===== config.mk =====
export PLATFORM = sky130hd
export DESIGN_NAME = switch_debouncer
export DESIGN_NICKNAME = d
export VERILOG_FILES = /design/src/rtl/switch_debouncer_pkg.sv /design/src/rtl/switch_debouncer_sync2.sv /design/src/rtl/switch_debouncer.sv
export SDC_FILE = /design/constraint.sdc
export NUM_CORES = 1
export LEC_CHECK = 0
export BUFFER_PORTS_ARGS = -buffer_cell sky130_fd_sc_hd__buf_2
export CORE_AREA = 2 2 39 41
export DETAILED_ROUTE_END_ITERATION = 7
export DIE_AREA = 0 0 41 43
export PLACE_DENSITY_LB_ADDON = 0.05
export SYNTH_ARGS = -nofsm -noshare
export SYNTH_HDL_FRONTEND = slang
export SYNTH_SLANG_ARGS = --single-unit

===== constraint.sdc =====
create_clock -name clk -period 1.1 [get_ports clk]
set_input_delay 0.22 -clock clk [delete_from_list [all_inputs] [get_ports clk]]
set_output_delay 0.22 -clock clk [all_outputs]
set_load 0.01 [all_outputs]

===== src/rtl/switch_debouncer_pkg.sv =====
// Shared types and limits for the switch debouncer.
package switch_debouncer_pkg;

  typedef enum logic [1:0] {
    LOW_STABLE  = 2'd0,
    WAIT_HIGH   = 2'd1,
    HIGH_STABLE = 2'd2,
    WAIT_LOW    = 2'd3
  } state_t;

  localparam int MIN_STABLE_CYCLES = 2;

endpackage


===== src/rtl/switch_debouncer_sync2.sv =====
// Two-flop synchroniser for an asynchronous level; synchronous active-high reset clears to 0.
module sync2 (
  input  logic clk,
  input  logic rst,
  input  logic d,
  output logic q
);

  logic s1_q, s1_d;
  logic s2_q, s2_d;

  always_comb begin
    s1_d = d;
    s2_d = s1_q;
  end

  always_ff @(posedge clk) begin
    if (rst) begin
      s1_q <= 1'b0;
      s2_q <= 1'b0;
    end else begin
      s1_q <= s1_d;
      s2_q <= s2_d;
    end
  end

  assign q = s2_q;

endmodule


===== src/rtl/switch_debouncer.sv =====
// Switch debouncer: synchronise, qualify for STABLE_CYCLES samples, emit a clean level.
// Optional rise/fall pulses are built only when SWITCH_DEBOUNCER_EDGES_EN is defined.
module switch_debouncer
  import switch_debouncer_pkg::*;
#(
  parameter  int STABLE_CYCLES = 4,
  localparam int CNT_W         = $clog2(STABLE_CYCLES)
) (
  input  logic clk,
  input  logic rst,
  input  logic d_raw,
  output logic d_out,
  output logic d_out_bar,
  output logic rise,
  output logic fall,
  output logic busy
);

  if (STABLE_CYCLES < MIN_STABLE_CYCLES) begin : g_bad_cfg
    $fatal(1, "switch_debouncer: STABLE_CYCLES must be >= MIN_STABLE_CYCLES");
  end

  localparam logic [CNT_W-1:0] CNT_MAX = CNT_W'(STABLE_CYCLES - 1);

  logic             s2;
  state_t           state_q, state_d;
  logic [CNT_W-1:0] cnt_q, cnt_d;
  logic             d_out_q, d_out_d;
  logic             busy_q, busy_d;
  logic             done;

  sync2 u_sync (
    .clk (clk),
    .rst (rst),
    .d   (d_raw),
    .q   (s2)
  );

  // A candidate is accepted on the sample that would push cnt past CNT_MAX.
  assign done = (cnt_q == CNT_MAX);

  always_comb begin
    state_d = state_q;
    cnt_d   = cnt_q;
    d_out_d = d_out_q;
    case (state_q)
      LOW_STABLE: if (s2) begin
        state_d = WAIT_HIGH;
        cnt_d   = CNT_W'(1);
      end
      WAIT_HIGH: begin
        if (!s2) begin
          state_d = LOW_STABLE;
          cnt_d   = '0;
        end else if (done) begin
          state_d = HIGH_STABLE;
          d_out_d = 1'b1;
          cnt_d   = '0;
        end else begin
          cnt_d = cnt_q + CNT_W'(1);
        end
      end
      HIGH_STABLE: if (!s2) begin
        state_d = WAIT_LOW;
        cnt_d   = CNT_W'(1);
      end
      WAIT_LOW: begin
        if (s2) begin
          state_d = HIGH_STABLE;
          cnt_d   = '0;
        end else if (done) begin
          state_d = LOW_STABLE;
          d_out_d = 1'b0;
          cnt_d   = '0;
        end else begin
          cnt_d = cnt_q + CNT_W'(1);
        end
      end
      default: begin
        state_d = LOW_STABLE;
        cnt_d   = '0;
      end
    endcase
    busy_d = (state_d == WAIT_HIGH) || (state_d == WAIT_LOW);
  end

  always_ff @(posedge clk) begin
    if (rst) begin
      state_q <= LOW_STABLE;
      cnt_q   <= '0;
      d_out_q <= 1'b0;
      busy_q  <= 1'b0;
    end else begin
      state_q <= state_d;
      cnt_q   <= cnt_d;
      d_out_q <= d_out_d;
      busy_q  <= busy_d;
    end
  end

  assign d_out     = d_out_q;
  assign d_out_bar = ~d_out_q;
  assign busy      = busy_q;

`ifdef SWITCH_DEBOUNCER_EDGES_EN
  logic rise_q, rise_d;
  logic fall_q, fall_d;

  always_comb begin
    rise_d = (state_q == WAIT_HIGH) &&  s2 && done;
    fall_d = (state_q == WAIT_LOW)  && !s2 && done;
  end

  always_ff @(posedge clk) begin
    if (rst) begin
      rise_q <= 1'b0;
      fall_q <= 1'b0;
    end else begin
      rise_q <= rise_d;
      fall_q <= fall_d;
    end
  end

  assign rise = rise_q;
  assign fall = fall_q;
`else
  assign rise = 1'b0;
  assign fall = 1'b0;
`endif

endmodule

; After elaboration in Yosys (flattened, before gate mapping)
; Cells that the tools add are included.
[classes]
n_addsub = 1
n_eq_ne = 12
n_mux = 18
n_bitwise = 1
reduce_logical = 5
[op_table]
columns = operator, count
row1 = $mux W2, 11
row2 = $pmux W2 S4, 2
row3 = $eq A2 B2 Y1 const B, 4
row4 = $ne A2 B2 Y1 const B, 4
row5 = $reduce_and A5 Y1, 1
row6 = $eq A2 B1 Y1 const B, 2
row7 = $mux W1, 4
row8 = $ne A2 B1 Y1 const B, 2
row9 = $add A2 B1 Y2 const B, 1
row10 = $logic_not A2 Y1, 1
row11 = $pmux W1 S2, 1
row12 = $reduce_and A2 Y1, 1
row13 = $reduce_bool A2 Y1, 1
row14 = $logic_or A1 B1 Y1, 1
row15 = $not A1 Y1, 1
[totals]
reg_bits = 8
input_bits = 3
output_inout_bits = 5
elab_cells = 43

; Depth between registers and ports, before layout
; Gate-level depths: netlist (run 1).
[logic_depth]
depth_word = 6
ltp_mapped = 4
mapped_depth_nobuf = 4

; By module
; From an unflattened synthesis (run 1), not the netlist that was laid out.
[unflattened]
cells_unflattened = 31
area_unflattened_um2 = 299.0
[modules_own_cells]
columns = mod, n_inst, cells_each, area_per_inst_um2, seq_area_each_um2
row1 = switch_debouncer, 1, 27, 246.5, 100.1
row2 = sync2, 1, 4, 52.6, 40.0

; Least setup slack after synthesis (run 1)
; Ideal clock, no wire load.
[synth_path]
path_kind = reg-to-reg
from = register cnt_q[0]
to = register cnt_q[1]
setup_ps = 115
arrival_time_ps = 873
t_required_ps = 985
slack_ps = 112
path_stages_with_launch = 4
path_buffers = 0
period_less_slack_ps = 988
cell_sequence = dfxtp_1 > ha_1 > and3_1 > o21ba_1
[synth_via]
elab_chain_len = 4
word_cells_on_any_way = 6
cone_classes = add/sub: 1 / eq/ne: 1 / mux: 4
[synth_lines]
columns = item, line_no
row1 = from (decl), switch_debouncer.sv:27  ; logic [CNT_W-1:0] cnt_q, cnt_d;
row2 = from (signal assigned), switch_debouncer.sv:95  ; cnt_q <= cnt_d;
row3 = $add A2 B1 Y2 / $eq A2 B2 Y1 (equally long branches), "switch_debouncer.sv:60, switch_debouncer.sv:76, switch_debouncer.sv:40"
row4 = $mux W2 (*), "switch_debouncer.sv:55, switch_debouncer.sv:71"
row5 = "$mux W2, on equally long branches", "switch_debouncer.sv:68, switch_debouncer.sv:52"
row6 = $pmux W2 S4 (*), switch_debouncer.sv:46  ; case (state_q)
; Mark *: on every way between the ends. The rest lies on a longest branch, timed or not.
; A chain may end at the register's enable or synchronous reset.

; Final worst setup path (run 1)
[layout_path]
from = register u_sync.s2_q, in the netlist u_sync.q
to = register cnt_q[1]
[layout_via]
elab_chain_len = 2
word_cells_on_any_way = 6
cone_classes = eq/ne: 2 / mux: 3 / reduce/logical: 1
[layout_lines]
columns = item, line_no
row1 = from (decl), switch_debouncer_sync2.sv:10  ; logic s2_q, s2_d;
row2 = from (signal assigned), switch_debouncer_sync2.sv:20  ; s2_q <= 1'b0;
row3 = from (signal assigned), switch_debouncer_sync2.sv:23  ; s2_q <= s2_d;
row4 = "$mux W2, or another cell as far along", switch_debouncer.sv:68  ; if (s2) begin
row5 = $pmux W2 S4 / $reduce_and A2 Y1 (equally long branches), -
; Parallel ways exist; a longest one is shown, timed or not.

==> results of run 1 <==
==> synthesized netlist by cell type, types with 2 or more instances <==
master	number	area, µm²
a21oi_1	2	10.01
nand2_1	3	11.26
nor2b_1	2	12.51
nor2_1	2	7.510
inv_1	2	7.510
dfxtp_1	7	140.1
buf_4	2	15.01
==> metal layers <==
layer | routed length [µm] | global-route usage, % | vias up
li1 | - | - | 116
met1 | 207 | 7.742 | 98
met2 | 242 | 9.375 | 6
met3 | 30 | 4.712 | 0
met4 | 0 | 6.000 | 0
met5 | 0 | 0 | -
==> state kept, by name (all words and copies together) (netlist names) <==
name / cells
u_sync.q: 1
d_out: 1
cnt_q: 2
state_q: 2
u_sync.s1_q: 1
==> through the flow <==
step	power (mW)	instances
floorplan	0.2875	31
finish	0.5150	56
CTS	0.5249	56
global route	0.5483	56
global placement	0.2933	52
detailed placement	0.2934	52
==> worst register-to-register path, cell delays in order, from the launching register on <==
cell and delay (ns):
dfxtp_1 0.36, xor2_2 0.21, and3_1 0.20, o21ba_1 0.16
==> final cells by class <==
| cell class | count | area [µm²] | share of cell area, % |
|---|---|---|---|
| clock buffers | 4 | 26.28 | 7.047 |
| flip-flops and latches | 7 | 141.4 | 37.92 |
| inverters | 2 | 7.507 | 2.013 |
| repair buffers | 7 | 40.04 | 10.74 |
| well taps | 16 | 20.02 | 5.369 |
| multi-input cells | 20 | 137.6 | 36.91 |
==> cells by family after synthesis <==
| kind of cell | Yosys count |
|---|---|
| other | 1 |
| AO/OA/AOI/OAI | 5 |
| adder cells (fa/ha/maj) | 1 |
| flip-flops | 7 |
| buffers and inverters | 4 |
| XOR/XNOR | 1 |
| AND/OR/NAND/NOR | 11 |
==> path summary, 6_finish.rpt <==
path / from / to / slack [ns] / depth (start not counted)
setup / recovery: u_sync.q$_SDFF_PP0_ / cnt_q[1]$_SDFFE_PP0P_ / 0.07 / 3
hold / removal: d_raw / u_sync.s1_q$_SDFF_PP0_ / 0.18 / 2
setup reg to reg: u_sync.q$_SDFF_PP0_ / cnt_q[1]$_SDFFE_PP0P_ / 0.07 / 3
hold reg to reg: cnt_q[0]$_SDFFE_PP0P_ / cnt_q[0]$_SDFFE_PP0P_ / 0.44 / 1
==> power groups by stage <==
stage / clock network (mW) / registers [mW] / logic, mW
floorplan: 0 / 0.271 / 0.0168
global placement: 0 / 0.271 / 0.0228
detailed placement: 0 / 0.271 / 0.0228
CTS: 0.237 / 0.265 / 0.0229
global route: 0.255 / 0.267 / 0.0259
finish: 0.226 / 0.266 / 0.0227
==> what timing repair did <==
action                                  in CTS  in global routing
resized for setup                            0                  4
setup buffers                                0                  0
endpoints found under the setup margin       0                  1
==> impl_metrics.csv, run 1 <==
group,metric,value,unit
yosys,ys.flop_type,"dfxtp_1",
setup_path,cp-end-kind,"register",
clocking,clockBufferDepth,2,
setup_path,crit_buf_inv,0,
global_routing,grt_max_degree,8,
yosys,syn_area,286.5,µm²
pwr,swShare,20.59,%
yosys,ys_ff_latch,7,
cells_and_area,nets,45,
global_routing,grt_overflow_total,0,
sta,tns,0,ns
drt,route.vias.total,220,
floorplan,die_w,41,µm
sta,fin_hold_ws,0.1847,ns
sta,worst_slack,0.06672,ns
clocking,clock_latency,0.24,ns
floorplan,die_area,0.001763,mm²
cells_and_area,mostFrequentLayoutCell,"dfxtp_1",
cells_and_area,design_area,372.9,µm²
drt,detail-route-antenna-nets,0,
clocking,hold_buffers,0,
pwr,pwr-share-clk,43.9,%
pwr,switchingPower,0.1060,mW
yosys,synth_fa_ha_area_share,4.367,%
yosys,synth.distinct_cells,17,
pwr,seqPwrFrac,51.7,%
run,maxCapViolations,0,
global_routing,grt_pass1_wl,786,µm
yosys,synth_seq_area_share,48.91,%
setup_path,cp_data_required_time,1.24,ns
place,pre_cts_ws,0.06242,ns
global_routing,antenna_found_initial,0,
yosys,yosys_warnings,0,
sta,final_max_slew_viol_count,0,
cells_and_area,fillers,157,
drt,first_iter_violations,2,
outcome,outcome,"complete, no violations",
yosys,synth_top_family_by_area,"simple AND/OR/NAND/NOR gates",
setup_path,slowest_stage,"dfxtp_1",
drt,detail_route.vias_per_cell,3.929,
drt,routed_wirelength,480,µm
setup_path,slowest_delay,0.36,ns
pwr,irDropWorstVdd,0.4280,mV
drt,wl_per_cell,8.571,µm
yosys,synth_compound_area_share,12.23,%
clocking,htreeDepth,1,
pwr,p_leak,0.1641,nW
yosys,yosys.area_share.simple,19.65,%
clocking,cts_tree,"built",
clocking,cts-root-buf,"clkbuf_4",
clocking,path_clk_slew,0.05,ns
sta,fmax,967.8,MHz
cells_and_area,area_growth,30.13,%
floorplan,coreArea,0.001384,mm²
sta,min_period,1.033,ns
sta,min_period_over_period,93.93,%
clocking,cts.sinks,7,
sta,finalSetupViolCount,0,
yosys,synth_cells,30,
yosys,avgSynthCellArea,9.551,µm²
setup_path,cp-start-kind,"register",
yosys,synth_edf_count,0,
setup_path,cp.arrival,1.17,ns
pwr,power_frac_comb,4.4,%
setup_path,critPathMaxFanout,4,
setup_path,path_class,"reg -> reg",
setup_path,path_cells,"xor2_2, and3_1, o21ba_1",
cells_and_area,drive_gt1_share,37.50,%
floorplan,io_pins,8,
place,globalplace.congestion,0.6143,
place,numPortBuffers,5,
global_routing,grt_usage,7.236,%
min_path,hold_path_class,"in -> reg",
sta,rsz0062_at_grt,"false",
floorplan,placementRows,14,
cells_and_area,final_cell_mix,"dfxtp_1 (6), buf_2 (5), clkbuf_4 (3)",
setup_path,critPathTopFamily,"flip-flops",
floorplan,fp.dieH,43,µm
cells_and_area,num_antenna_cells,0,
pwr,powerDensity,1381,mW/mm²
yosys,synth-xor-area-share,5.677,%
sta,skew,0.002820,ns
global_routing,grt_pass1_vias,219,
sta,hold_viol,0,
floorplan,initial_core_util,20.71,%
place,place_hpwl,358.7,µm
cells_and_area,final_util,26.94,%
drt,drc,0,
place,placed_area,335.3,µm²
yosys,synthArstFlopShare,0,%
clocking,cts_made_buffers,3,
drt,firstDrtPassIters,2,
yosys,synth.area.mux_share,0,%
pwr,p_int,0.4089,mW
No activity file was read; power rests on OpenSTA's default activity.
==> run 2: changes to the inputs <==
- SETUP_SLACK_MARGIN: not set -> 0.1
==> run 2 against run 1 <==
- worst setup slack improved by 0.047 ns
- largest power group unchanged
- first-iteration DRC count is 100% lower
- die area did not move
- power rose by 0.41%
- sequential cell count is the same
- hold slack gained 0.0024 ns
- global-route usage unchanged
- clock skew up 0.0010 ns
- clock power about the same
- via count is 3.6% higher
- largest cell class is now multi-input gates
- sequential share of layout area down 1.5 points
- register-to-register slack better by 0.05 ns
==> impl_metrics.csv, run 2 (synthesis gave the netlist of run 1 again) <==
group,metric,value,unit
setup_path,crit_start,"cnt_q[1]$_SDFFE_PP0P_",
global_routing,grt_max_degree,8,
setup_path,path_class,"reg -> reg",
setup_path,worstReg2RegEnd,"cnt_q[1]$_SDFFE_PP0P_",
clocking,cts_made_buffers,3,
pwr,irDropWorstVdd,0.4241,mV
sta,min_period,0.9867,ns
outcome,outcome,"complete, no violations",
setup_path,cp.arrival,1.12,ns
drt,detail_route.vias_per_cell,4.000,
setup_path,endpoint,"cnt_q[1]$_SDFFE_PP0P_",
setup_path,critPathMaxFanout,2,
clocking,path_clk_slew,0.05,ns
cells_and_area,top_regs,"cnt_q: 2 flops, state_q: 2 flops",
drt,drc,0,
clocking,cts.sinks,7,
drt,detail-route-antenna-nets,0,
setup_path,worst-r2r-setup-slack,0.11,ns
clocking,cts-root-buf,"clkbuf_4",
place,pre_cts_ws,0.06242,ns
drt,routed_wirelength,487,µm
global_routing,grt_pass1_vias,222,
setup_path,reg2reg_depth,3,
global_routing,grt_usage,7.236,%
pwr,p_leak,0.1739,nW
place,globalplace.congestion,0.6143,
setup_path,r2r_start,"cnt_q[1]$_SDFFE_PP0P_",
sta,worst_slack,0.1133,ns
sta,rsz0062_at_grt,"true",
global_routing,grt_overflow_total,0,
cells_and_area,fillers,152,
cells_and_area,register_area,148.9,µm²
drt,firstDrtPassIters,1,
drt,route.vias.total,228,
pwr,powerDensity,1264,mW/mm²
cells_and_area,area_growth,42.79,%
drt,wl_per_cell,8.544,µm
place,place_hpwl,358.7,µm
sta,tns,0,ns
sta,finalSetupViolCount,0,
place,numPortBuffers,5,
sta,hold_viol,0,
setup_path,cp-end-kind,"register",
min_path,hold_path_class,"in -> reg",
cells_and_area,num_antenna_cells,0,
clocking,clockBufferDepth,2,
cells_and_area,final_cell_mix,"dfxtp_2 (4), buf_2 (4), clkbuf_4 (3), buf_4 (3)",
setup_path,cp_data_required_time,1.24,ns
floorplan,die_w,41,µm
setup_path,cp-start-kind,"register",
floorplan,io_pins,8,
sta,fmax,1013,MHz
run,maxCapViolations,0,
drt,first_iter_violations,0,
clocking,hold_buffers,0,
cells_and_area,nets,46,
floorplan,placementRows,14,
pwr,finalPower,0.5171,mW
cells_and_area,multi_input_area,152.6,µm²
floorplan,coreArea,0.001384,mm²
sta,skew,0.003854,ns
floorplan,initial_core_util,20.71,%
global_routing,antenna_found_initial,0,
cells_and_area,drive_gt1_share,53.66,%
sta,final_max_slew_viol_count,0,
clocking,cts_tree,"built",
clocking,clock_latency,0.24,ns
floorplan,fp.dieH,43,µm
global_routing,grt_pass1_wl,793,µm
sta,min_period_over_period,89.70,%
floorplan,die_area,0.001763,mm²
clocking,htreeDepth,1,
[run 2: changes by cell type in the layout (fill, tap and decap cells not counted), sizes merged]
cell	change
buf	+1
[run 2: metrics by stage]
| step | instance area [µm²] | std cells | util, % | hold slack (ns) |
|---|---|---|---|---|
| finish | 409.1 | 57 | 29.57 | 0.1871 |
| floorplan | 290.3 | 31 | - | 0.2891 |
| detailed placement | 335.3 | 52 | 24.23 | 0.4355 |
| global placement | 335.3 | 52 | 24.23 | 0.4220 |
| CTS | 387.9 | 57 | 28.03 | 0.1800 |
| global route | 409.1 | 57 | 29.57 | 0.1872 |
[run 2: area by class of cell]
cell class              count  area share [%]
multi-input cells          20           37.31
flip-flops and latches      7           36.39
well taps                  16           4.893
inverters                   2           1.835
repair buffers              8           13.15
clock buffers               4           6.422
[run 2: repair_timing]
action,4_1_cts,5_1_grt
cloned,0,0
buffers inserted,1,0
pin swaps,4,2
gates resized for setup,6,7
setup endpoints to repair,2,4
[run 2: how the worst min path moves through the flow]
stage                            from                     end  slack [ns]  cells past startpoint
2_1_floorplan                     rst      d_out$_SDFFE_PP0P_        0.29                      1
3_3_place_gp   u_sync.s1_q$_SDFF_PP0_     u_sync.q$_SDFF_PP0_        0.42                      1
3_5_place_dp                    d_raw  u_sync.s1_q$_SDFF_PP0_        0.44                      2
4_1_cts                         d_raw  u_sync.s1_q$_SDFF_PP0_        0.18                      2
5_1_grt                         d_raw  u_sync.s1_q$_SDFF_PP0_        0.19                      2
6_report                        d_raw  u_sync.s1_q$_SDFF_PP0_        0.19                      2
[run 2: worst max-delay path, stage by stage (launching register included)]
cell,delay (ns)
dfxtp_2,0.33
ha_4,0.22
and3_4,0.17
o21ba_1,0.16
[run 2: report_power, final]
group	total [mW]	switching [mW]	internal (mW)
clock network	0.225	0.0870	0.138
registers	0.265	0.00567	0.260
logic	0.0267	0.0139	0.0128
[run 2: per-layer routing]
layer	GRT usage (%)	up-vias	routed length [µm]
met4	6.000	0	0
met5	0	-	0
li1	-	118	-
met1	7.742	104	217
met2	9.375	6	241
met3	4.712	0	28
